### config.mk
export PLATFORM = sky130hd
export DESIGN_NAME = if_id_skid_reg
export DESIGN_NICKNAME = d
export VERILOG_FILES = /design/src/rtl/if_id_skid_reg.sv
export SDC_FILE = /design/constraint.sdc
export NUM_CORES = 1
export LEC_CHECK = 0
export ABC_AREA = 1
export CORE_UTILIZATION = 30
export CTS_CLUSTER_SIZE = 12
export DETAILED_ROUTE_END_ITERATION = 8
export DONT_BUFFER_PORTS = 1
export GPL_TIMING_DRIVEN = 0
export SETUP_SLACK_MARGIN = 0.5
export SLEW_MARGIN = 20
export SYNTH_ARGS = -nofsm -noshare
export SYNTH_HDL_FRONTEND = slang
export SYNTH_SLANG_ARGS = --single-unit
export TNS_END_PERCENT = 100
### constraint.sdc
create_clock -name clk -period 9.75 [get_ports clk]
set_input_delay 2.4375 -clock clk [delete_from_list [all_inputs] [get_ports clk]]
set_output_delay 2.4375 -clock clk [all_outputs]
set_load 0.05 [all_outputs]
### src/rtl/if_id_skid_reg.sv
// IF/ID pipeline register with a one-entry skid buffer so in_ready is a flop, not a path from out_ready.
// Optional performance counters are compiled in when IF_ID_PERF_CNT_EN is defined.
module if_id_skid_reg #(
   parameter int XLEN = 32,
   parameter int ILEN = 32,
   parameter logic [ILEN-1:0] NOP_INSTR = ILEN'(32'h00000013),
   parameter int CNT_W = 32
) (
   input  logic             clk,
   input  logic             reset,
   input  logic             in_valid,
   output logic             in_ready,
   input  logic [XLEN-1:0]  in_pc,
   input  logic [XLEN-1:0]  in_pc4,
   input  logic [ILEN-1:0]  in_instr,
   input  logic             flush,
   output logic             out_valid,
   input  logic             out_ready,
   output logic [XLEN-1:0]  out_pc,
   output logic [XLEN-1:0]  out_pc4,
   output logic [ILEN-1:0]  out_instr,
   output logic [CNT_W-1:0] stall_cnt,
   output logic [CNT_W-1:0] flush_cnt
);

   localparam int PW = 2 * XLEN + ILEN;

   typedef enum logic [1:0] {
      S_EMPTY = 2'd0,
      S_ONE   = 2'd1,
      S_FULL  = 2'd2
   } state_t;

   state_t          state_q, state_d;
   logic [PW-1:0]   main_q, main_d;
   logic [PW-1:0]   skid_q, skid_d;
   logic            in_ready_q, in_ready_d;
   logic [PW-1:0]   in_pay;
   logic            in_xfer;
   logic            out_xfer;

   assign in_pay    = {in_pc, in_pc4, in_instr};
   assign out_valid = (state_q != S_EMPTY);
   assign in_ready  = in_ready_q;
   assign in_xfer   = in_valid && in_ready_q;
   assign out_xfer  = out_valid && out_ready;

   always_comb begin
      state_d = state_q;
      main_d  = main_q;
      skid_d  = skid_q;
      case (state_q)
         S_EMPTY: begin
            if (in_xfer) begin
               state_d = S_ONE;
               main_d  = in_pay;
            end
         end
         S_ONE: begin
            if (in_xfer && out_xfer) begin
               main_d = in_pay;
            end else if (in_xfer) begin
               state_d = S_FULL;
               skid_d  = in_pay;
            end else if (out_xfer) begin
               state_d = S_EMPTY;
            end
         end
         S_FULL: begin
            if (out_xfer) begin
               state_d = S_ONE;
               main_d  = skid_q;
            end
         end
         default: state_d = S_EMPTY;
      endcase
      // Redirect wins: any same-cycle input is simply never latched as valid.
      if (flush) begin
         state_d = S_EMPTY;
      end
      in_ready_d = (state_d != S_FULL);
   end

   always_ff @(posedge clk or posedge reset) begin
      if (reset) begin
         state_q    <= S_EMPTY;
         main_q     <= '0;
         skid_q     <= '0;
         in_ready_q <= 1'b1;
      end else begin
         state_q    <= state_d;
         main_q     <= main_d;
         skid_q     <= skid_d;
         in_ready_q <= in_ready_d;
      end
   end

   // Stale payload stays in MAIN, so the bubble values are forced at the port.
   assign out_pc    = out_valid ? main_q[PW-1 -: XLEN]        : '0;
   assign out_pc4   = out_valid ? main_q[ILEN+XLEN-1 -: XLEN] : '0;
   assign out_instr = out_valid ? main_q[ILEN-1:0]            : NOP_INSTR;

`ifdef IF_ID_PERF_CNT_EN
   logic [CNT_W-1:0] stall_cnt_q;
   logic [CNT_W-1:0] flush_cnt_q;

   always_ff @(posedge clk or posedge reset) begin
      if (reset) begin
         stall_cnt_q <= '0;
         flush_cnt_q <= '0;
      end else begin
         if (out_valid && !out_ready && !flush && (stall_cnt_q != '1)) begin
            stall_cnt_q <= stall_cnt_q + CNT_W'(1);
         end
         if (flush && (state_q != S_EMPTY) && (flush_cnt_q != '1)) begin
            flush_cnt_q <= flush_cnt_q + CNT_W'(1);
         end
      end
   end

   assign stall_cnt = stall_cnt_q;
   assign flush_cnt = flush_cnt_q;
`else
   assign stall_cnt = '0;
   assign flush_cnt = '0;
`endif

endmodule

==> flow_summary.toml, run 1 <==
[status]
outcome = "complete, no violations"

[routing]
dr_total_vias = 8645
drt-total-wl_mm = 29.2
drt_iter0_markers = 522
drt-pass1-iter-count = 5
wl_per_cell_um = 14.8
drc = 0
ant_nets = 0
avgViaCountPerCell = 4.38

[critical_path]
critical_path_arrival_ns = 3.03
worstPathMaxFanout = 10
critical_path.max_stage_delay_ns = 0.71
path_buf_inv = 2
required_ns = 7.31
startpoint_type = "register"
cp_cell_sequence = "nor2_2 -> clkbuf_1 -> clkbuf_1 -> nor2_1"
critical_path.top_delay_family = "buffers and inverters"
slowest_stage = "clkbuf_1"
endpoint_kind = "output port"
crit_type = "reg -> out"
cpMostUsedCell = "clkbuf_1"

[floorplan]
die_area_um2 = 34800
initial_core_util_pct = 30.4
coreArea_um2 = 33500
ioPinCount = 263
die_x_um = 186
rows = 67
fp.dieH_um = 186

[min_path]
worstHoldPathType = "reg -> reg"

[cells_and_area]
synthToLayoutAreaGrowth_pct = 14.1
layout-drive-gt1-share_pct = 9.49
final_cell_area_um2 = 11600
nFillCells = 3690
fin_nets = 1616
diodes = 0

[power_and_ir_drop]
p_leak_uw = 0.00663
power_density_nw_per_um2 = 197
ir_drop_v = 0.000118

[sta]
fin_worst_skew_ns = 0.0114
setup_viol = 0
setup_tns_ns = 0
worstMarginPinSlew_ns = 1.07
period_needed_ns = 5.47
max_freq_mhz = 183
fin_crit_sh_pct = 56.1
slew_violations = 0
max_slew_margin_pct = 28.1
final_hold_viol_count = 0
rsz0062_at_grt = "false"

[synthesis]
synth_area_leaders = "dfrtp_1 48%, nand2_1 18%, nand3_1 9.6%"
yosysTopAreaCell = "dfrtp_1"
synth_cells = 1431
avgSynthCellArea_um2 = 7.13
ys_ff_latch = 195
netlist_area_um2 = 10200
yosysWarningCount = 0
seq_area_frac_synth_pct = 47.8
synth_cell_types = 19
yosys.area.top_type_share_pct = 47.6

[grt]
overflow = 0
grt_max_degree = 99
grt_pass1_vias = 8211
grt_usage_pct = 17.1
grt_pass1_wl_mm = 46.2
antenna_found_initial = 0

[clock_network]
cts_sinks = 195
postCtsSetupBuffers = 0
clock_latency_ns = 0.46
cts_made_buffers = 17
cts-resized-gates = 0
postCtsHoldBufs = 0
clk_path_buf_depth = 2
cts_tree = "yes"
cts_max_level = 4
clk_pin_slew_ns = 0.08
root_buffer = "clkbuf_16"

[place]
placed_area_um2 = 11100
place.gp.congestion = 0.793
port_buffers = 0
post-dp-hpwl_mm = 21.1

[flow_run]
cap_violations = 0
==> state kept, by name, summed over array words and instances, names as in the netlist <==
| name | count |
|---|---|
| main_q | 96 |
| skid_q | 96 |
| state_q | 2 |
| in_ready | 1 |
==> layout make-up <==
type / count / area (um^2) / area share [%]
clock inverters: 14 / 144 / 1.24
clock buffers: 18 / 439 / 3.77
plain buffers: 156 / 881 / 7.56
repair buffers: 2 / 55.1 / 0.473
inverters: 195 / 739 / 6.35
multi-input cells: 948 / 3950 / 33.9
flip-flops and latches: 195 / 4880 / 41.9
well taps: 448 / 561 / 4.81
==> synth_stat cells <==
cell type    n
nand2_1    491
inv_1      194
nor2_2       1
nor2_4       1
conb_1       1
buf_2       35
o21ai_0     84
nand3_1    195
dfrtp_1    194
dfstp_2      1
clkbuf_1    49
nor2_1      95
inv_2        1
a21oi_2      1
or2_2        3
o21ai_1     12
a21oi_1      1
buf_1        5
buf_4       67
==> per-layer routing <==
| layer | up-vias | GRT usage, % | wire length, um |
|---|---|---|---|
| met4 | 0 | 5.09 | 447 |
| met2 | 235 | 28.2 | 14100 |
| met1 | 4006 | 21.6 | 12700 |
| met3 | 21 | 5.10 | 2010 |
| met5 | - | 0 | 0 |
| li1 | 4383 | - | - |
==> cells by family (layout without fill, tap and decap cells) <==
kind of cell    count (synthesis)  in the layout  share of synthesized area [%]
simple gates                  786            786                           31.5
buf+inv                       351            385                           15.8
flops                         195            195                           47.8
compound gates                 98             98                           4.84
other cells                     1             64                         0.0368
==> placed cells by master, fill, tap and decap left out, types with 2 or more instances in the layout <==
cell type / netlist / layout
clkinv_4: 0 / 4
buf_2: 35 / 35
buf_1: 5 / 5
or2_2: 3 / 3
inv_8: 0 / 3
o21ai_0: 84 / 84
nand2_1: 491 / 491
buf_4: 67 / 67
buf_16: 0 / 2
clkbuf_16: 0 / 17
dfrtp_1: 194 / 194
o21ai_1: 12 / 12
conb_1: 1 / 64
nor2_1: 95 / 95
inv_6: 0 / 5
inv_1: 194 / 193
nand3_1: 195 / 195
clkbuf_1: 49 / 49
==> tightest hold or removal path: cells and delay by family (launching register included) <==
family / cells / cell delay [ns]
flops: 1 / 0.34
simple gates: 2 / 0.10
==> worst paths after layout <==
| check | startpoint | endpoint | slack [ns] | depth (start not counted) |
|---|---|---|---|---|
| min reg2reg | main_q[4]$_DFFE_PP0P_ | main_q[4]$_DFFE_PP0P_ | 0.47 | 2 |
| max reg2reg | state_q[0]$_DFF_PP0_ | main_q[94]$_DFFE_PP0P_ | 7.39 | 8 |
| max | state_q[1]$_DFF_PP0_ | out_pc4[30] | 4.28 | 4 |
| max in group asynchronous | reset | in_ready$_DFF_PP1_ | 6.93 | 3 |
| min | main_q[4]$_DFFE_PP0P_ | main_q[4]$_DFFE_PP0P_ | 0.47 | 2 |
| min in group asynchronous | reset | main_q[24]$_DFFE_PP0P_ | 1.93 | 2 |
==> report_power, final <==
part	switching (uW)	internal (uW)	total (uW)
sequential	87.4	971	1060
clock	351	368	719
combinational	383	135	517
total	821	1470	2300
==> through the flow <==
stage | instances | util [%] | total power [uW] | hold WS, ns | setup WS (ns)
floorplan | 1494 | - | 1490 | 0.442 | 2.00
finish | 1976 | 34.7 | 2300 | 0.474 | 4.28
global route | 1976 | 34.7 | 2430 | 0.500 | 4.04
global placement | 1942 | 32.8 | 1580 | 0.461 | -0.467
detailed placement | 1944 | 33.0 | 1600 | 0.458 | 4.66
CTS | 1976 | 34.7 | 2330 | 0.478 | 4.14
No activity file was read; power rests on OpenSTA's default activity.
==> run 2: changes to the inputs <==
==> constraint.sdc (replaced) <==
create_clock -name clk -period 5.4 [get_ports clk]
set_input_delay 1.35 -clock clk [delete_from_list [all_inputs] [get_ports clk]]
set_output_delay 1.35 -clock clk [all_outputs]
set_load 0.05 [all_outputs]
==> run 2 against run 1 <==
Highest routed layer unchanged. Critical path type unchanged. Critical endpoint unchanged. Design area is 0.11% higher. Utilization hardly changed. Via count grew 0.97%.
==> flow_summary.toml, run 2 (synthesis gave the netlist of run 1 again) <==
[floorplan]
fp.dieH_um = 186
rows = 67
coreArea_um2 = 33500
ioPinCount = 263
die_area_um2 = 34800
die_x_um = 186
initial_core_util_pct = 30.4

[sta]
setup_viol = 0
final_hold_viol_count = 0
worstMarginPinSlew_ns = 1.08
max_slew_margin_pct = 27.7
holdWs_ns = 0.477
max_freq_mhz = 235
period_needed_ns = 4.25
setup_tns_ns = 0
fin_crit_sh_pct = 78.8
fin_worst_skew_ns = 0.0135
setup_slack_ns = 1.15
slew_violations = 0
rsz0062_at_grt = "false"

[critical_path]
r2r_slack_ns = 2.99
startpoint_type = "register"
endpoint_kind = "output port"
critical_path_arrival_ns = 2.90
crit_path_start = "state_q[1]$_DFF_PP0_"
crit_type = "reg -> out"
required_ns = 4.05
r2r-start = "state_q[0]$_DFF_PP0_"
worstPathMaxFanout = 10

[clock_network]
clk_path_buf_depth = 2
cts_tree = "yes"
postCtsSetupBuffers = 0
cts_max_level = 4
cts_made_buffers = 17
cts-resized-gates = 0
postCtsHoldBufs = 0
cts_sinks = 195
root_buffer = "clkbuf_16"
clk_pin_slew_ns = 0.07
clock_latency_ns = 0.45

[place]
post-dp-hpwl_mm = 21.5
port_buffers = 0
place.gp.congestion = 0.805
placed_area_um2 = 11100
place_ws_ns = 1.38

[routing]
drt-pass1-iter-count = 5
drt-total-wl_mm = 29.4
drc = 0
avgViaCountPerCell = 4.42
drt_iter0_markers = 415
ant_nets = 0
wl_per_cell_um = 14.9
dr_total_vias = 8729

[cells_and_area]
nFillCells = 3690
diodes = 0
layout_common_cells = "491 x nand2_1, 195 x nand3_1, 194 x dfrtp_1, 193 x inv_1, 95 x nor2_1"
mostFrequentLayoutCell = "nand2_1"
synthToLayoutAreaGrowth_pct = 14.3
layout-drive-gt1-share_pct = 9.55
final_cell_area_um2 = 11700
fin_nets = 1620
reg_top3 = "main_q (96), skid_q (96), state_q (2)"
area.sequential_um2 = 4880
multi_input_area_um2 = 3950

[power_and_ir_drop]
switching_share_pct = 35.6
p_leak_uw = 0.00663
finalPower_uw = 4090
power_density_nw_per_um2 = 351
pwr-share-clk_pct = 30.3
p_seq_share_pct = 46.8
ir_drop_v = 0.000202
combPwrFrac_pct = 23.0
p_int_uw = 2630
switching_power_uw = 1450

[flow_run]
cap_violations = 0

[grt]
grt_pass1_vias = 8414
antenna_found_initial = 0
grt_pass1_wl_mm = 47.3
overflow = 0
grt_max_degree = 34
grt_usage_pct = 17.4

[min_path]
worstHoldStart = "main_q[4]$_DFFE_PP0P_"
worstHoldPathType = "reg -> reg"

[status]
outcome = "complete, no violations"
[run 2: changes by cell type in the layout (fill, tap and decap cells not counted), moves of 2 or more]
cell,delta
clkinv_2,+3
buf_16,-2
clkinvlp_4,+2
buf_12,+6
inv_8,-3
clkinv_4,-3
[run 2: critical path, stage by stage, from the launching register on]
cell and delay [ns]:
dfrtp_1 0.42, nor2_2 0.40, clkbuf_1 0.71, clkbuf_1 0.52
nor2_1 0.40
[run 2: path summary, 6_finish.rpt]
path | endpoint | depth (start not counted)
min in group asynchronous | main_q[93]$_DFFE_PP0P_ | 1
setup / recovery | out_pc4[30] | 4
hold / removal | main_q[4]$_DFFE_PP0P_ | 2
setup reg to reg | main_q[7]$_DFFE_PP0P_ | 8
hold reg to reg | main_q[4]$_DFFE_PP0P_ | 2
max in group asynchronous | skid_q[38]$_DFFE_PP0P_ | 4
[run 2: area by class of cell]
cell class,count,share of cell area [%]
Clock inverter,12,0.934
Inverter,195,6.31
Tap cell,448,4.81
Buffer,156,7.56
Timing Repair Buffer,6,1.03
Multi-Input combinational cell,948,33.8
Sequential cell,195,41.9
Clock buffer,17,3.65
[run 2: routing by layer]
metal / wire length (um) / global-route usage, % / part of all wire, %
met2: 13800 / 28.0 / 47
met5: 0 / 0 / 0
met4: 738 / 6.58 / 2.5
met1: 12900 / 22.1 / 44
met3: 1990 / 5.06 / 6.8
[run 2: metrics by stage]
step / util (%) / instances
after floorplan: - / 1494
after global placement: 32.8 / 1942
after detailed placement: 33.2 / 1948
after CTS: 34.8 / 1977
after global routing: 34.8 / 1977
final: 34.8 / 1977
[run 2: power groups by stage]
stage	registers [uW]	clock network (uW)	logic [uW]
3_5_place_dp	1940	0	951
5_1_grt	1950	1330	1060
3_3_place_gp	1930	0	925
2_1_floorplan	1900	0	797
6_report	1910	1240	939
4_1_cts	1910	1270	954
